## src/rtl/slave2wb_pipe.sv

```systemverilog
// ---------------------------------------------------------------------------
// slave2wb_pipe
//
// Bridges a pipelined Wishbone slave port onto a simple request/grant core
// interface with in-order responses. Each Wishbone strobe is forwarded to the
// core as a request; it is accepted (wb_stall low) only in a cycle where the
// core grants it. Up to MAX_OUT requests may be outstanding. Core responses
// are registered and returned as wb_ack / wb_err one cycle later.
//
// If the Wishbone master drops wb_cyc while responses are still pending, the
// bridge enters FLUSH: it stalls the bus and silently drains the stale
// responses so that a following bus cycle never sees them. A response that
// arrives with nothing outstanding is ignored and raises the sticky
// proto_err flag.
//
// Parameters
//   DW       data width in bits (multiple of 8, >= 8)
//   AW       Wishbone word-address width
//   MAX_OUT  maximum outstanding core requests (>= 1)
//
// Ports
//   clk, rst      clock, asynchronous active-high reset
//   wb_cyc/stb/we/adr/sel/dat_i   Wishbone request inputs
//   wb_dat_o/ack/err/stall        Wishbone response outputs
//   core_req/we/addr/be/wdata     core request outputs (addr is a byte address)
//   core_gnt                      core accepted the request this cycle
//   core_rvalid/rdata/err         in-order core response
//   proto_err                     sticky: response with nothing outstanding
// ---------------------------------------------------------------------------
module slave2wb_pipe #(
  parameter int DW      = 32,
  parameter int AW      = 30,
  parameter int MAX_OUT = 2
) (
  input  logic                 clk,
  input  logic                 rst,

  input  logic                 wb_cyc,
  input  logic                 wb_stb,
  input  logic                 wb_we,
  input  logic [AW-1:0]        wb_adr,
  input  logic [DW/8-1:0]      wb_sel,
  input  logic [DW-1:0]        wb_dat_i,
  output logic [DW-1:0]        wb_dat_o,
  output logic                 wb_ack,
  output logic                 wb_err,
  output logic                 wb_stall,

  output logic                 core_req,
  output logic                 core_we,
  output logic [AW+$clog2(DW/8)-1:0] core_addr,
  output logic [DW/8-1:0]      core_be,
  output logic [DW-1:0]        core_wdata,
  input  logic                 core_gnt,
  input  logic                 core_rvalid,
  input  logic [DW-1:0]        core_rdata,
  input  logic                 core_err,

  output logic                 proto_err
);

  localparam int OFF = $clog2(DW/8);
  localparam int CW  = $clog2(MAX_OUT+1);

  typedef enum logic [1:0] {
    IDLE  = 2'd0,
    BUSY  = 2'd1,
    FLUSH = 2'd2
  } state_t;

  state_t          state, state_nxt;
  logic [CW-1:0]   out_cnt, cnt_nxt;
  logic            flushing;
  logic            grant;
  logic            resp;
  logic            deliver;
  logic            spurious;

  // Stage p1: registered response towards the Wishbone master
  logic            ack_p1;
  logic            err_p1;
  logic [DW-1:0]   dat_p1;
  logic            perr_p1;

  // -------------------------------------------------------------------------
  // Request path (combinational pass-through)
  // -------------------------------------------------------------------------
  assign flushing   = (state == FLUSH);
  assign core_req   = wb_cyc & wb_stb & ~flushing & (out_cnt < CW'(MAX_OUT));
  assign grant      = core_req & core_gnt;
  assign wb_stall   = ~grant;
  assign core_we    = wb_we;
  assign core_be    = wb_sel;
  assign core_wdata = wb_dat_i;
  assign core_addr  = (AW+OFF)'(wb_adr) << OFF;

  // A response only retires an entry when one is outstanding; otherwise it
  // is a protocol violation and leaves the count untouched.
  assign resp       = core_rvalid & (out_cnt != '0);
  assign spurious   = core_rvalid & (out_cnt == '0);
  assign deliver    = resp & wb_cyc & ~flushing;

  always_comb begin
    cnt_nxt = out_cnt;
    if (grant & ~resp) begin
      cnt_nxt = out_cnt + CW'(1);
    end else if (~grant & resp) begin
      cnt_nxt = out_cnt - CW'(1);
    end
  end

  // -------------------------------------------------------------------------
  // Transaction state: IDLE / BUSY track whether anything is outstanding,
  // FLUSH drains responses that belong to an aborted bus cycle.
  // -------------------------------------------------------------------------
  always_comb begin
    state_nxt = state;
    case (state)
      IDLE, BUSY: begin
        if (cnt_nxt == '0) begin
          state_nxt = IDLE;
        end else if (!wb_cyc) begin
          state_nxt = FLUSH;
        end else begin
          state_nxt = BUSY;
        end
      end
      FLUSH: begin
        if (cnt_nxt == '0) begin
          state_nxt = IDLE;
        end
      end
      default: state_nxt = IDLE;
    endcase
  end

  always_ff @(posedge clk or posedge rst) begin
    if (rst) begin
      state   <= IDLE;
      out_cnt <= '0;
    end else begin
      state   <= state_nxt;
      out_cnt <= cnt_nxt;
    end
  end

  // -------------------------------------------------------------------------
  // Stage p0 -> p1: response register (one cycle latency from core_rvalid)
  // -------------------------------------------------------------------------
  always_ff @(posedge clk or posedge rst) begin
    if (rst) begin
      ack_p1  <= 1'b0;
      err_p1  <= 1'b0;
      dat_p1  <= '0;
      perr_p1 <= 1'b0;
    end else begin
      ack_p1 <= deliver & ~core_err;
      err_p1 <= deliver & core_err;
      if (deliver) begin
        dat_p1 <= core_rdata;
      end
      if (spurious) begin
        perr_p1 <= 1'b1;
      end
    end
  end

  assign wb_ack    = ack_p1;
  assign wb_err    = err_p1;
  assign wb_dat_o  = dat_p1;
  assign proto_err = perr_p1;

endmodule
```

## config.mk

```make
export PLATFORM = sky130hd
export DESIGN_NAME = slave2wb_pipe
export DESIGN_NICKNAME = d
export VERILOG_FILES = /design/src/rtl/slave2wb_pipe.sv
export SDC_FILE = /design/constraint.sdc
export NUM_CORES = 1
export LEC_CHECK = 0
export CORE_MARGIN = 8
export CORE_UTILIZATION = 30
export CTS_BUF_LIST = sky130_fd_sc_hd__clkbuf_8
export DETAILED_ROUTE_END_ITERATION = 8
export MAX_ROUTING_LAYER = met4
export PLACE_DENSITY = 0.83
export SETUP_SLACK_MARGIN = 0.02
export SLEW_MARGIN = 20
export SYNTH_ARGS = -nofsm -noshare
export SYNTH_HDL_FRONTEND = slang
export SYNTH_SLANG_ARGS = --single-unit
```

## constraint.sdc

```tcl
create_clock -name clk -period 1.86 [get_ports clk]
set_input_delay 0.279 -clock clk [delete_from_list [all_inputs] [get_ports clk]]
set_output_delay 0.279 -clock clk [all_outputs]
set_load 0.03 [all_outputs]
```

Word-level counts from Yosys, hierarchy flattened
Index checks and enable logic that the tools add are counted.

word-level totals
  register bits after elaboration = 39
  input port bits = 106
  output and inout bits = 106
  logic and storage cells = 39

operators by class
  $add $sub $neg = 2
  $lt $le $gt $ge = 1
  eq/ne operators = 3
  mux-type cells = 6
  bitwise operators = 16
  reduce and logical (&&, ||, !) cells = 5

operators by type and width
  kind                 number
  $and 1x1->1          12
  $mux 2               5
  $logic_not 2->1      3
  $not 1->1            4
  $pmux 2 s2           1
  $add 2x1->2 const B  1
  $eq 2x1->1 const B   1
  $eq 2x2->1 const B   1
  $lt 2x2->1 const B   1
  $ne 2x1->1 const B   1
  $reduce_bool 2->1    1
  $reduce_or 2->1      1
  $sub 2x1->2 const B  1

Longest topological paths before layout
  depth after elaboration = 12
  depth in mapped cells = 7
  mapped depth without buffers = 6

Worst setup path before layout
No wires, ideal clock.

  path type = reg-to-reg
  start point = register out_cnt[0]
  end point = register dat_p1[10] (netlist: wb_dat_o[10])
  library setup time = 0.125 ns
  data arrival time = 1.528 ns
  data required time = 1.735 ns
  slack = 0.208 ns
  stages on the path, launching flop included = 8
  clock period less this slack = 1.652 ns
  cell sequence = dfrtp_1 > inv_1 > ha_1 > nor2b_1 > buf_2 > nand3_2 > buf_2 > mux2_2

on the way
  word-level cells in the longest chain between the ends = 4

RTL lines
  element                    line  text
  start: declaration         72    logic [CW-1:0] out_cnt, cnt_nxt;
  start signal: assignment   143   out_cnt <= cnt_nxt;
  $reduce_bool 2->1          99    assign resp = core_rvalid & (out_cnt != '0);
  $and 1x1->1                99
  $and 1x1->1 (2 in series)  101   assign deliver = resp & wb_cyc & ~flushing;
  end signal: assignment     160   dat_p1 <= core_rdata;
  end: declaration           82    logic [DW-1:0] dat_p1;

No other way between the ends.
A chain may end at the register's enable or synchronous reset.

Final worst setup path
  start point = register state[0]
  end point = output wb_stall

on the way
  word-level cells in the longest chain between the ends = 6

RTL lines
  element                    line  text
  start: declaration         71    state_t state, state_nxt;
  start signal: assignment   142   state <= state_nxt;
  $eq 2x2->1                 88    assign flushing = (state == FLUSH);
  $not 1->1                  89    assign core_req = wb_cyc & wb_stb & ~flushing & (out_cnt < CW'(MAX_OUT));
  $and 1x1->1 (2 in series)  89
  $and 1x1->1                90    assign grant = core_req & core_gnt;
  $not 1->1                  91    assign wb_stall = ~grant;
  end: declaration           47    output logic wb_stall,

No other way between the ends.

==> run_results.csv <==
group,metric,value,unit
setup_path,crit_required,1580,ps
clocking,cts.clk_slew.worst_paths,70,ps
floorplanning,die_x,99.6,um
cells_and_area,antenna_cells,0,
sta,worst_slack,91.2,ps
sta,clock.fmax,565,MHz
sta,clock_skew,4.92,ps
setup_path,crit_arrival,1490,ps
floorplanning,ios,212,
route,drc_errors,0,
route,route.vias.total,1229,
floorplanning,floorplan.initialDensity,30.8,%
clocking,cts_sinks,39,
cells_and_area,final_layout_size_suffix_gt1_share,28.4,%
sta,rsz0062_at_grt,"yes",
place,hpwl,3330,um
setup_path,path_class,"flip-flop to output port",
floorplanning,core_area,6790,um2
sta,fin_crit_sh,95.1,%
global_routing,gr-usage-all-layers,8.75,%
global_routing,antenna_found_initial,0,
power_and_ir_drop,p_leak,1.10,nW
place,place_inst,281,
route,post_drt_wl_per_cell,14.5,um
clocking,clockRootBuffer,"clkbuf_8",
logic_synthesis,synth_cell_types,26,
min_path,hp-class,"input port to async pin",
floorplanning,rows,30,
setup_path,reg2reg_depth,7,
setup_path,rrSetupSlack,140,ps
global_routing,grt_pass1_vias,1426,
sta,hold_ws,280,ps
logic_synthesis,synth-seq-cells,39,
power_and_ir_drop,ir_drop,0.000684,V
setup_path,start_kind,"flip-flop",
sta,fin_crit,1770,ps
global_routing,grt_pass1_wl,6780,um
job,maxCapViolations,0,
clocking,worstSkewPairLatency,280,ps
global_routing,grt.overflow.total,0,
cells_and_area,fin_cells,290,
route,ant_nets,0,
route,vias_per_cell,4.24,
logic_synthesis,syn_area,2090,um2
logic_synthesis,synth-seq-area-share,46.6,%
power_and_ir_drop,powerDensity,1730,nW/um2
logic_synthesis,synth_area_per_cell,12.0,um2
clocking,holdBufCountCts,0,
place,place.gp.congestion,0.773,
cells_and_area,area_growth,24.8,%
logic_synthesis,synth-warning-count,0,
sta,setup_violations,0,
sta,slew_viol_final,0,
sta,hold_viol,0,
floorplanning,die_h,99.6,um
route,first_iter_violations,26,
clocking,htree_num_levels,2,
setup_path,cp_max_fo,2,
place,dp_slack,-165,ps
route,dr.pass1.iters,4,
sta,setup_tns,0,ps
place,numPortBuffers,75,
route,wl,4220,um
global_routing,grt_max_degree,25,
cells_and_area,finalNetCount,300,
logic_synthesis,synth_cells,175,
floorplanning,fp.dieArea,9910,um2
clocking,cts_buffer_depth,2,
clocking,cts_buffers,5,
clocking,cts_tree,"done",
setup_path,endpoint_kind,"output port",
status,status,"finished clean",
## cell usage after synthesis
library cell,instances,area share [%]
mux2i_1,1,0.48
buf_6,1,0.54
and4_2,1,0.48
buf_4,69,25
nor3b_1,1,0.36
nand2_1,1,0.18
o22ai_1,1,0.30
nor2b_1,3,0.90
mux2_2,32,17
nand3_1,1,0.24
conb_1,1,0.18
and4_4,1,0.54
ha_1,1,0.60
inv_1,5,0.90
dfrtp_1,39,47
nor4_1,1,0.30
xnor2_1,2,0.84
nor3_1,1,0.24
buf_2,4,0.96
nand2b_1,2,0.60
nor2_1,2,0.36
a21oi_1,1,0.24
nand3_2,1,0.48
a2111oi_2,1,0.72
mux2_4,1,0.72
a21o_1,1,0.36
## cells in the final DEF (no fill, tap or decap), drive strengths merged, types with 2 or more instances in the layout
cell	synthesis	layout
clkdlybuf4s50	0	73
dfrtp	39	39
mux2	33	33
buf	74	10
clkbuf	0	7
inv	5	6
nor2b	3	3
nand2b	2	2
xnor2	2	2
nor2	2	2
conb	1	2
nand3	2	2
and4	2	2
## registers in the layout (all words and copies together) (netlist names)
| name | cells |
|---|---|
| out_cnt | 2 |
| proto_err | 1 |
| state | 2 |
| wb_ack | 1 |
| wb_dat_o | 32 |
| wb_err | 1 |
## final cells by class
class	instances	area, um2
fillers	671	4180
well taps	96	120
inverters	5	18.8
multi-input cells	58	567
clock buffers	7	96.3
flip-flops and latches	39	976
clock inverters	1	3.75
repair buffers	84	832
## repair_timing
action,in CTS,in global routing
buffers inserted,0,1
resized for setup,1,3
endpoints found under the setup margin,1,18
pin swaps,0,0
endpoints found under the hold margin,0,0
## final timing paths
check,from,endpoint
max,state[0],wb_stall
min,rst,wb_ack
max reg2reg,out_cnt[0],state[1]
min reg2reg,proto_err,proto_err
max in group asynchronous,rst,wb_dat_o[24]
min in group clk,proto_err,proto_err
## critical path, cell delays in order (launching register included)
cell	delay (ps)
dfrtp_1	410
nand2b_1	180
and4_4	190
inv_1	60
clkdlybuf4s15_1	370
## report_power, final
part,switching [W],internal [W]
Clock,0.000283,0.000333
Combinational,0.00125,0.00119
Sequential,0.000213,0.00125
Total,0.00175,0.00278
## metal layers
metal  up-vias  part of all wire [%]  global-route usage [%]
li1        534                     -                       -
met1       600                    38                    8.30
met2        76                    48                    13.8
met3        19                    13                    4.96
met4         0                   2.0                    5.01
met5         -                     0                       -
## stage by stage
| stage | utilization [%] | instance area [um2] | total power, W |
|---|---|---|---|
| after floorplan | - | 2100 | 0.00316 |
| after global placement | 36.6 | 2490 | 0.00387 |
| after detailed placement | 36.6 | 2490 | 0.00393 |
| after CTS | 38.1 | 2590 | 0.00457 |
| after global routing | 38.5 | 2610 | 0.00478 |
| final | 38.5 | 2610 | 0.00453 |
## cells by family after synthesis
logic type,after synthesis,synth area share (%)
buf+inv,79,27.1
compound gates,4,1.61
xor+xnor,2,0.836
simple gates,15,4.66
fa+ha+maj,1,0.597
flops,39,46.6
mux,34,18.4
other cells,1,0.179
Note: power is estimated with default switching activity, not from simulation.
==> edit 1, RTL diff (same settings) <==
Remove the register `err_p1`: a continuous assignment takes its place, so the output `wb_err` follows one clock earlier.
--- a/src/rtl/slave2wb_pipe.sv
+++ b/src/rtl/slave2wb_pipe.sv
@@ -151,10 +151,8 @@
     if (rst) begin
       ack_p1  <= 1'b0;
-      err_p1  <= 1'b0;
       dat_p1  <= '0;
       perr_p1 <= 1'b0;
     end else begin
       ack_p1 <= deliver & ~core_err;
-      err_p1 <= deliver & core_err;
       if (deliver) begin
         dat_p1 <= core_rdata;
@@ -166,4 +164,6 @@
   end
 
+  assign err_p1 = deliver & core_err;
+
   assign wb_ack    = ack_p1;
   assign wb_err    = err_p1;
Behaviour: not the same (a bounded check fails within 4 cycles, from zero or initial values and one cycle with rst high).
==> edit 1 against the unedited design <==
Register-to-register slack better by 0.05 ns; total power shrank 1.4%; worst hold slack better by 0.014 ns; via count up 0.24%; die area down 1.0%; sequential cell count shrank 1; non-clock buffer count up 1; routed wire length increased by 3.1%; worst setup slack better by 0.014 ns; global-route usage grew 0.23 points; synthesized area fell by 1.2%; cell area is 1.7% lower; clock skew grew 0.0049 ns; fmax increased by 0.79%.
==> edit 1: results (changes against the unedited design) <==
stage,metric,value,unit,change
drt,metal2 WL,1989,um,-0.95%
pwr,clock group share of total power,0.128,,-0.008
drt,DRT iter0 DRCs,15,,-42%
outcome,outcome,completed,,
cells_and_area,Non-Clock Buffer Count,85,,+1.2%
pwr,Peak VDD IR,611.6,uV,-11%
yosys,syn avg cell area,11.89,um2,-0.63%
drt,WL final,4349,um,+3.1%
cells_and_area,CLK BUF,6,,-1
global_routing,vias in the first global route,1313,,-7.9%
setup_path,Max stage delay on crit path,0.38,ns,-0.03 ns
drt,DRT Pass-1 Iters,2,,-2
place,Placement Cell Area,2462,um2,-1.1%
cells_and_area,layout cell share with drive strength beyond 1,0.3093,,+0.02577
place,DP Worst Slack,-0.01169,ns,+0.1530 ns
global_routing,total track usage,0.08982,,+0.002284
drt,Vias,1232,,+0.24%
cells_and_area,multi-input combinational area share,0.2186,,+0.001748
drt,Met1 Wirelength,1634,um,+2.4%
cells_and_area,Seq area share,0.3700,,-0.003374
yosys,Synth area leaders,"dfrtp_1, buf_4, mux2_2, buf_2, inv_1",,
pwr,Int Power,2.726,mW,-1.8%
sta,clock skew,0.009767,ns,+0.004851 ns
cells_and_area,signal buffers share of area,0.3296,,+0.01127
global_routing,first-pass GRT wire length,6658,um,-1.7%
yosys,synthesized flop and latch total,38,,-2.6%
yosys,Post-Synthesis Cell Area,2069,um2,-1.2%
cells_and_area,# fillers,647,,-3.6%
floorplan,Initial Util,0.3080,,about the same
yosys,"top cells by count, synth","buf_4, dfrtp_1, mux2_2",,
pwr,leakage power total,1.091,nW,-0.66%
drt,metal3 WL,542,um,+2.5%
pwr,Psw,1.738,mW,-0.64%
setup_path,Worst Path Max Fanout,4,,+2
pwr,combinational share of power,0.555,,+0.015
cells_and_area,Final clock-cell share,0.03554,,-0.002755
drt,via/cell ratio,4.496,,+6.1%
place,RD Place Congestion,0.7536,,-2.5%
[edit 1: timing repair]
action | in CTS | in global routing
endpoints found under the setup margin | 0 | 3
setup buffers | 0 | 1
resized for setup | 0 | 3
hold buffers | 0 | 0
[edit 1: final timing paths]
| check | slack, ns | endpoint | startpoint |
|---|---|---|---|
| max | 0.10 | wb_stall | out_cnt[1] |
| min | 0.29 | wb_dat_o[29] | rst |
| max reg2reg | 0.19 | state[1] | out_cnt[0] |
| min reg2reg | 0.45 | state[1] | state[0] |
| max in group asynchronous | 1.09 | wb_dat_o[17] | rst |
| min in group clk | 0.45 | state[1] | state[0] |
[edit 1: layer usage]
layer	global-route usage	vias up
met1	0.08873	594
met3	0.04722	32
met5	-	-
met4	0.06170	0
met2	0.1351	70
li1	-	536
[edit 1: cells by family after synthesis]
logic type / share of synthesized area
DFF: 0.4595
buffers and inverters: 0.2745
adders and majority gates: 0.006045
muxes: 0.1862
other: 0.001812
and+or+nand+nor: 0.04716
AOI/OAI and AO/OA: 0.01632
xor gates and xnor gates: 0.008466
==> edit 2, RTL diff (same flow settings) <==
Without the edit above. Change the parameter `MAX_OUT` from 2 to 4.
--- a/src/rtl/slave2wb_pipe.sv
+++ b/src/rtl/slave2wb_pipe.sv
@@ -31,5 +31,5 @@
   parameter int DW      = 32,
   parameter int AW      = 30,
-  parameter int MAX_OUT = 2
+  parameter int MAX_OUT = 4
 ) (
   input  logic                 clk,
Formal check against the unedited RTL: not equivalent (a bounded check fails within 4 cycles, from zero or initial values and one cycle with rst high).
==> edit 2 against the unedited design <==
Routed wire length rose by 28%; highest routed layer unchanged; cell area is 9.8% higher; final cell count increased by 9.0%; worst setup slack improved by 0.047 ns; synthesized area rose by 14%; total power rose by 10%; die area rose by 11%; core utilization decreased by 1.2 points; largest power group unchanged; worst hold slack improved by 0.14 ns; sequential cell count up 1.
==> edit 2: results (changes against the unedited design) <==
stage,metric,value,unit,change
drt,Met1 Wirelength,2242,um,+41%
yosys,Synth area leaders,"dfrtp_1, buf_4, mux2_4, buf_12, mux2_2",,
drt,metal3 WL,608,um,+15%
clock_network,latest clock arrival within the worst-skew pair,0.29,ns,
drt,metal2 WL,2265,um,+13%
outcome,outcome,completed,,
setup_path,CP max stage cell,dfrtp_1,,
setup_path,CP arrival,1.44,ns,-0.05 ns
global_routing,met2 Usage GRT,0.1290,,-0.008954
cells_and_area,Layout area overhead,20.68,%,
cells_and_area,# fillers,723,,+7.7%
setup_path,Reg-to-Reg Start,out_cnt[0],,
place,RD Place Congestion,0.7915,,+2.4%
place,post-placement cell count,308,,+9.6%
pwr,leakage power total,1.321,nW,+20%
place,post-DP HPWL,3998,um,+20%
setup_path,Max stage delay on crit path,0.45,ns,+0.04 ns
drt,DRT Pass-1 Iters,3,,-1
place,port bufs,75,,unchanged
drt,WL final,5405,um,+28%
pwr,P_seq,1.54,mW,+5%
place,DP Worst Slack,-0.07854,ns,+0.08617 ns
global_routing,largest net degree at the start of global routing,41,,+64%
global_routing,grt met3 use,0.04914,,-0.0004410
pwr,Int Power,3.031,mW,+9.2%
yosys,synth unique cells,30,,+15%
yosys,"top cells by count, synth","buf_4, dfrtp_1, mux2_4",,
pwr,combinational share of power,0.580,,+0.040
clock_network,cts repair resizes,0,,-1
global_routing,first-pass GRT wire length,8473,um,+25%
sta,clock skew,0.002953,ns,-0.001963 ns
setup_path,register-to-register setup slack,0.15,ns,
setup_path,Worst Reg-to-Reg Cells,7,,unchanged
drt,WL/cell,17.10,um,+18%
pwr,Psw,1.969,mW,+13%
global_routing,met1 Usage GRT,0.1102,,+0.02722
setup_path,family with the most delay on the worst path,flip-flops,,
yosys,register area share after synthesis,0.4211,,-0.04490
drt,Vias,1380,,+12%
drt,DRT iter0 DRCs,23,,-12%
clock_network,clock-pin slew on the worst setup and hold paths,0.08,ns,
setup_path,reg-to-reg endpoint,wb_dat_o[14],,
drt,top layer in use,met4,,
global_routing,total track usage,0.09813,,+0.01060
global_routing,vias in the first global route,1526,,+7.0%
sta,Hold Slack,0.4235,ns,+0.1439 ns
setup_path,Worst Path Max Fanout,6,,+4
yosys,Syn Inst Count,192,,+9.7%
pwr,Peak VDD IR,506.1,uV,-26%
cells_and_area,layout cell share with drive strength beyond 1,0.2897,,+0.006214
clock_network,Max H-tree Level,2,,unchanged
clock_network,Clock Tree Root,clkbuf_8,,
place,Placement Cell Area,2760,um2,+11%
clock_network,clock buffer depth,2,,unchanged
cells_and_area,Nets,323,,+7.7%
yosys,"FFs w/ async S/R, synth",1.000,,unchanged
==> edit 2: logic make-up (layout without fill, tap and decap cells) <==
family          after synthesis  in the layout  share of synthesized area
mux                          34             34                     0.2063
compound gates               12             12                    0.03894
fa+ha+maj                     3              3                    0.01579
flops                        40             40                     0.4211
buf+inv                      80            101                     0.2589
other cells                   1              2                   0.001577
xor+xnor                      1              1                   0.003685
simple gates                 21             21                    0.05368
==> edit 2: cell type report <==
class                      instances  share of cell area
clock buffer                       5             0.02399
clock inverter                     2            0.004361
inverter                           7            0.009158
multi-input combinational         73              0.2673
sequential                        40              0.3489
tap                              102             0.04448
timing repair buffer              87              0.3018
==> edit 2: worst max-delay path by stage <==
stage	end	startpoint	slack, ns
final	wb_stall	out_cnt[2]	0.14
after global routing	wb_stall	out_cnt[2]	0.06
after CTS	wb_dat_o[10]	out_cnt[0]	0.07
after detailed placement	wb_dat_o[3]	wb_cyc	-0.08
after global placement	wb_dat_o[10]	wb_cyc	-0.06
after floorplan	wb_dat_o[10]	out_cnt[0]	0.1
